## config.mk

```make
export PLATFORM = sky130hd
export DESIGN_NAME = dmem_bridge
export DESIGN_NICKNAME = d
export VERILOG_FILES = /design/src/rtl/dmem_bridge.sv
export SDC_FILE = /design/constraint.sdc
export NUM_CORES = 1
export LEC_CHECK = 0
export CAP_MARGIN = 40
export CORE_ASPECT_RATIO = 0.7
export CORE_UTILIZATION = 42
export CTS_CLUSTER_DIAMETER = 120
export DETAILED_ROUTE_END_ITERATION = 6
export MAX_ROUTING_LAYER = met4
export PLACE_DENSITY = 0.8
export SETUP_SLACK_MARGIN = 0.3
export SYNTH_ARGS = -nofsm -noshare
export SYNTH_HDL_FRONTEND = slang
export SYNTH_SLANG_ARGS = --single-unit
```

## constraint.sdc

```tcl
create_clock -name clk -period 6 [get_ports clk]
set_clock_uncertainty 0.15 [all_clocks]
set_input_delay 1.5 -clock clk [delete_from_list [all_inputs] [get_ports clk]]
set_output_delay 1.5 -clock clk [all_outputs]
set_load 0.03 [all_outputs]
```

## src/rtl/dmem_bridge.sv

```systemverilog
// -----------------------------------------------------------------------------
// dmem_bridge
//   Connects the pipeline MEM stage to a single-outstanding request/ack data bus.
//   An aligned load or store seen in IDLE stalls the pipeline, issues one bus
//   transaction and waits for the ack. If no ack arrives in time the access is
//   aborted. The returned data is then held on mem_din until the pipeline
//   advances with mem_en.
//
// Parameters
//   TIMEOUT      maximum number of REQ cycles before abort (1..255)
//
// Ports
//   clk, rst     clock, asynchronous active-high reset
//   mem_ren      load request from the MEM stage
//   mem_wen      store request (has priority over mem_ren)
//   mem_addr     byte address
//   mem_dout     store data
//   mem_en       MEM-stage advance enable
//   mem_din      load data back to MEM/WB (registered)
//   mem_stall    pipeline hold request (combinational)
//   align_err    one-cycle pulse on a misaligned request
//   bus_timeout  one-cycle pulse on an aborted access
//   bus_req      bus request (registered)
//   bus_we       bus write strobe (registered)
//   bus_addr     word-aligned bus address (registered)
//   bus_wdata    bus write data (registered)
//   bus_rdata    bus read data, valid with bus_ack
//   bus_ack      single-cycle bus completion strobe
//   access_cnt   completed-access counter, wraps, debug only
// -----------------------------------------------------------------------------
module dmem_bridge #(
  parameter int unsigned TIMEOUT = 255
) (
  input  logic        clk,
  input  logic        rst,
  input  logic        mem_ren,
  input  logic        mem_wen,
  input  logic [31:0] mem_addr,
  input  logic [31:0] mem_dout,
  input  logic        mem_en,
  output logic [31:0] mem_din,
  output logic        mem_stall,
  output logic        align_err,
  output logic        bus_timeout,
  output logic        bus_req,
  output logic        bus_we,
  output logic [31:0] bus_addr,
  output logic [31:0] bus_wdata,
  input  logic [31:0] bus_rdata,
  input  logic        bus_ack,
  output logic [15:0] access_cnt
);

  typedef enum logic [1:0] {
    ST_IDLE = 2'd0,
    ST_REQ  = 2'd1,
    ST_DONE = 2'd2
  } state_t;

  // Wait-counter value at which the access is abandoned.
  localparam logic [7:0] WAIT_LAST = 8'(TIMEOUT - 1);

  state_t      state_r;
  logic [7:0]  wait_cnt_r;
  logic [31:0] rd_data_r;
  logic        bus_req_r;
  logic        bus_we_r;
  logic [31:0] bus_addr_r;
  logic [31:0] bus_wdata_r;
  logic        align_err_r;
  logic        align_seen_r;
  logic        bus_timeout_r;
  logic [15:0] access_cnt_r;

  logic        req_any_s;
  logic        aligned_s;
  logic        valid_s;
  logic        misalign_s;
  logic        stall_s;

  // Request decode and the stall request, which must rise in the same cycle
  // the request is seen; reset forces it low.
  always_comb begin
    req_any_s  = mem_ren | mem_wen;
    aligned_s  = (mem_addr[1:0] == 2'b00);
    valid_s    = req_any_s & aligned_s;
    misalign_s = req_any_s & ~aligned_s;
    stall_s    = 1'b0;
    if (rst) begin
      stall_s = 1'b0;
    end else if (state_r == ST_REQ) begin
      stall_s = 1'b1;
    end else if (state_r == ST_IDLE) begin
      stall_s = valid_s;
    end else begin
      stall_s = 1'b0;
    end
  end

  // Access sequencer: state, bus outputs, read register and status pulses.
  always_ff @(posedge clk or posedge rst) begin
    if (rst) begin
      state_r       <= ST_IDLE;
      wait_cnt_r    <= 8'd0;
      rd_data_r     <= 32'd0;
      bus_req_r     <= 1'b0;
      bus_we_r      <= 1'b0;
      bus_addr_r    <= 32'd0;
      bus_wdata_r   <= 32'd0;
      align_err_r   <= 1'b0;
      align_seen_r  <= 1'b0;
      bus_timeout_r <= 1'b0;
      access_cnt_r  <= 16'd0;
    end else begin
      case (state_r)
        ST_IDLE: begin
          bus_timeout_r <= 1'b0;
          if (valid_s) begin
            state_r      <= ST_REQ;
            bus_req_r    <= 1'b1;
            bus_we_r     <= mem_wen;
            bus_addr_r   <= {mem_addr[31:2], 2'b00};
            bus_wdata_r  <= mem_dout;
            wait_cnt_r   <= 8'd0;
            align_err_r  <= 1'b0;
            align_seen_r <= 1'b0;
          end else if (misalign_s) begin
            // Flag once per held request; an advancing pipeline (mem_en)
            // presents a new request next cycle, so re-arm then.
            align_err_r  <= ~align_seen_r;
            align_seen_r <= ~mem_en;
          end else begin
            align_err_r  <= 1'b0;
            align_seen_r <= 1'b0;
          end
        end
        ST_REQ: begin
          align_err_r  <= 1'b0;
          align_seen_r <= 1'b0;
          if (bus_ack) begin
            // An ack on the final wait cycle still completes the access.
            state_r      <= ST_DONE;
            bus_req_r    <= 1'b0;
            access_cnt_r <= access_cnt_r + 16'd1;
            if (bus_we_r) begin
              rd_data_r <= rd_data_r;
            end else begin
              rd_data_r <= bus_rdata;
            end
          end else if (wait_cnt_r == WAIT_LAST) begin
            state_r       <= ST_DONE;
            bus_req_r     <= 1'b0;
            rd_data_r     <= 32'd0;
            bus_timeout_r <= 1'b1;
          end else begin
            wait_cnt_r <= wait_cnt_r + 8'd1;
          end
        end
        ST_DONE: begin
          bus_timeout_r <= 1'b0;
          align_err_r   <= 1'b0;
          align_seen_r  <= 1'b0;
          if (mem_en) begin
            state_r <= ST_IDLE;
          end else begin
            state_r <= ST_DONE;
          end
        end
        default: begin
          state_r       <= ST_IDLE;
          bus_req_r     <= 1'b0;
          bus_timeout_r <= 1'b0;
          align_err_r   <= 1'b0;
          align_seen_r  <= 1'b0;
        end
      endcase
    end
  end

  assign mem_din     = rd_data_r;
  assign mem_stall   = stall_s;
  assign align_err   = align_err_r;
  assign bus_timeout = bus_timeout_r;
  assign bus_req     = bus_req_r;
  assign bus_we      = bus_we_r;
  assign bus_addr    = bus_addr_r;
  assign bus_wdata   = bus_wdata_r;
  assign access_cnt  = access_cnt_r;

endmodule

```

==> results.py <==
metrics = {
    "clocking": {
        "cts.path.max_buffers": 2,
        "clock_root_buffer": "sky130_fd_sc_hd__clkbuf_16",
        "clock_latency_ps": 400,
        "cts_bufs_inserted": 17,
        "cts_sinks": 125,
        "cts_htree_levels": 4,
        "quantity_of_gates_resized_following_cts": 0,
        "clock_tree_from_tritoncts": "yes",
        "cts.clk_slew.worst_paths_ps": 60,
        "holdBufCountCts": 0,
        "post_cts.repair.setup_buffers": 0,
    },
    "synthesis": {
        "syn_avg_cell_area_sq_um": 10.3,
        "synth.lib_cells_used.distinct": 45,
        "postSynth.asyncResetShare": 1.00,
        "synth-seq-area-share": 0.631,
        "synth_top_cells_by_count": "sky130_fd_sc_hd__nand2_1 (204), sky130_fd_sc_hd__dfrtp_1 (125), sky130_fd_sc_hd__a22o_1 (32)",
        "synth.largest_area_cell": "sky130_fd_sc_hd__dfrtp_1",
        "netlist_area_sq_mm": 0.00495,
        "synth.ff_latch_count": 125,
        "synth.area.top_cells": "sky130_fd_sc_hd__dfrtp_1 (63%), sky130_fd_sc_hd__nand2_1 (15%), sky130_fd_sc_hd__a22o_1 (5.7%), sky130_fd_sc_hd__buf_2 (1.6%), sky130_fd_sc_hd__xnor2_1 (1.4%)",
        "ys_warn_count": 0,
        "synth.most_common_cell": "sky130_fd_sc_hd__nand2_1",
        "syn-instance-count": 480,
        "dominantRegCellSynth": "sky130_fd_sc_hd__dfrtp_1",
        "post-synth-top-area-fraction": 0.631,
        "synth_enable_flop_cells": 0,
    },
    "route": {
        "drtAntennaViolNets": 0,
        "routed_via_count_divided_by_cell_count": 4.96,
        "wire_per_inst_um": 15.6,
        "totalWireLength_mm": 13.5,
        "initialDrtViolationCount": 159,
        "drc": 0,
        "num_vias": 4286,
        "firstDrtPassIters": 4,
    },
    "final_layout": {
        "layout-area-overhead-vs-synth_pct": 58.7,
        "layout-drive-gt1-share": 0.0647,
        "fin_nets": 804,
        "n_antenna_cell": 0,
        "post_layout_nonfiller_instances": 864,
    },
    "power_and_ir_drop": {
        "powerDensity_mw_per_mm2": 544,
        "peakVddDrop_uv": 309,
        "totalPowerFinal_mw": 4.28,
        "power_leakage_nw": 3.75,
    },
    "timing": {
        "max_freq_mhz": 188,
        "final_period_minus_worst_setup_slack_ps": 5310,
        "grt_setup_unrepaired": "false",
        "worst_slew_pin_slew_ps": 721,
        "slew_headroom": 0.519,
        "final.period_utilization": 0.885,
        "timing.final.hold_violations": 0,
        "timing.final.setup_violations": 0,
        "drv_slew": 0,
        "setup-tns-final_ps": 0,
    },
    "die": {
        "die_area_sq_mm": 0.0122,
        "design.core.area_sq_mm": 0.0113,
        "rows": 32,
        "initial_cell_density_of_the_core": 0.440,
        "ioPinCount": 219,
        "floorplan.die.width_um": 132,
        "die_y_um": 92.9,
    },
    "place": {
        "post-place-cells": 833,
        "place_congestion": 0.855,
        "place_hpwl_mm": 9.14,
        "place.port_buffers": 216,
    },
    "flow_run": {
        "maxCapViolCount": 0,
    },
    "worst_setup_path": {
        "critical_path.most_common_cell": "sky130_fd_sc_hd__clkdlybuf4s50_1",
        "worst_path_largest_cell_delay_ps": 680,
        "critical_path.top_delay_family": "buffers and inverters",
        "critical_path_required_ps": 4350,
        "worst_r2r_startpoint": "state_r[1]",
        "worstSetupStartpoint": "mem_addr[1]",
        "crit_path_top_delay_cell": "sky130_fd_sc_hd__clkdlybuf4s50_1",
        "crit_path_cell_trace": "clkdlybuf4s50_1 -> or2_1 -> or4_2 -> a21oi_1 -> clkdlybuf4s50_1",
        "worstPathArrival_ps": 3660,
        "timing.setup.critical_path_class": "input pin to output port",
        "crit_buf_inv": 2,
        "cp_max_fo": 3,
        "end_kind": "output port",
        "setup.worst_path.start_class": "input pin",
    },
    "grt": {
        "grt_pass1_vias": 4275,
        "antenna_violations_before_repair": 0,
        "grt_start_max_net_pins": 67,
        "grt_first_pass_wirelength_mm": 21.9,
        "groute.usage.overall": 0.237,
        "grt_remaining_overflow": 0,
    },
    "status": {
        "status": "completed",
    },
    "hold_path": {
        "start_point_of_the_worst_min_delay_path": "align_seen_r",
        "min_path_type": "flip-flop to flip-flop",
    },
}
through the flow:
step	setup WS, ps	util	area [sq um]	hold WS [ps]
after floorplan	1020	-	4960	228
final	691	0.699	7870	249
after global placement	699	0.644	7250	256
after detailed placement	692	0.644	7250	253
after CTS	680	0.699	7870	261
after global routing	590	0.699	7870	275
final timing paths:
| path | end | cells after the start | slack, ps |
|---|---|---|---|
| hold reg to reg | align_err | 1 | 250 |
| setup reg to reg | wait_cnt_r[5] | 4 | 3670 |
| hold / removal | align_err | 1 | 250 |
| max in group asynchronous | mem_din[5] | 3 | 3320 |
| min in group asynchronous | align_seen_r | 2 | 1430 |
| setup / recovery | mem_stall | 5 | 690 |
final cells by class:
| type | count | area (sq um) |
|---|---|---|
| Tap cell | 153 | 191 |
| Sequential cell | 125 | 3130 |
| Clock inverter | 11 | 168 |
| Multi-Input combinational cell | 326 | 1700 |
| Timing Repair Buffer | 222 | 2210 |
| Inverter | 7 | 28.8 |
| Clock buffer | 20 | 447 |
| Fill cell | 830 | 3390 |
layout by cell type (no fill, tap or decap), types with 4 or more instances in the layout:
cell	instances
sky130_fd_sc_hd__xnor2_1	8
sky130_fd_sc_hd__a21o_1	4
sky130_fd_sc_hd__inv_1	5
sky130_fd_sc_hd__buf_4	6
sky130_fd_sc_hd__nand2_1	204
sky130_fd_sc_hd__a22o_1	32
sky130_fd_sc_hd__a21oi_1	4
sky130_fd_sc_hd__nand3_1	5
sky130_fd_sc_hd__nor3_1	6
sky130_fd_sc_hd__nor2_1	10
sky130_fd_sc_hd__clkbuf_16	17
sky130_fd_sc_hd__o21ai_0	4
sky130_fd_sc_hd__bufinv_16	4
sky130_fd_sc_hd__clkdlybuf4s50_1	216
sky130_fd_sc_hd__dfrtp_1	125
sky130_fd_sc_hd__xor2_1	7
metal layers:
layer,GRT usage,share of wire
met1,0.289,0.43
met5,-,0
met2,0.383,0.48
met3,0.0810,0.087
met4,0.0543,0.0058
registers in the layout (all words and copies together) (netlist names):
| signal | cells |
|---|---|
| access_cnt | 16 |
| align_err | 1 |
| align_seen_r | 1 |
| bus_addr | 30 |
| bus_req | 1 |
| bus_timeout | 1 |
| bus_wdata | 32 |
| bus_we | 1 |
| mem_din | 32 |
| state_r | 2 |
| wait_cnt_r | 8 |
logic make-up after synthesis:
logic type      after synthesis  synth area share
compound gates               55            0.0891
xor+xnor                     15            0.0265
fa+ha+maj                     3           0.00758
buf+inv                      30            0.0306
flops                       125             0.631
other cells                   1          0.000757
simple gates                251             0.214
power breakdown:
part / switching, mW / internal (mW) / total (mW)
Clock: 0.359 / 0.703 / 1.06
Sequential: 0.213 / 1.17 / 1.38
Combinational: 1.06 / 0.773 / 1.84
Power figures use the tool's default switching activity.
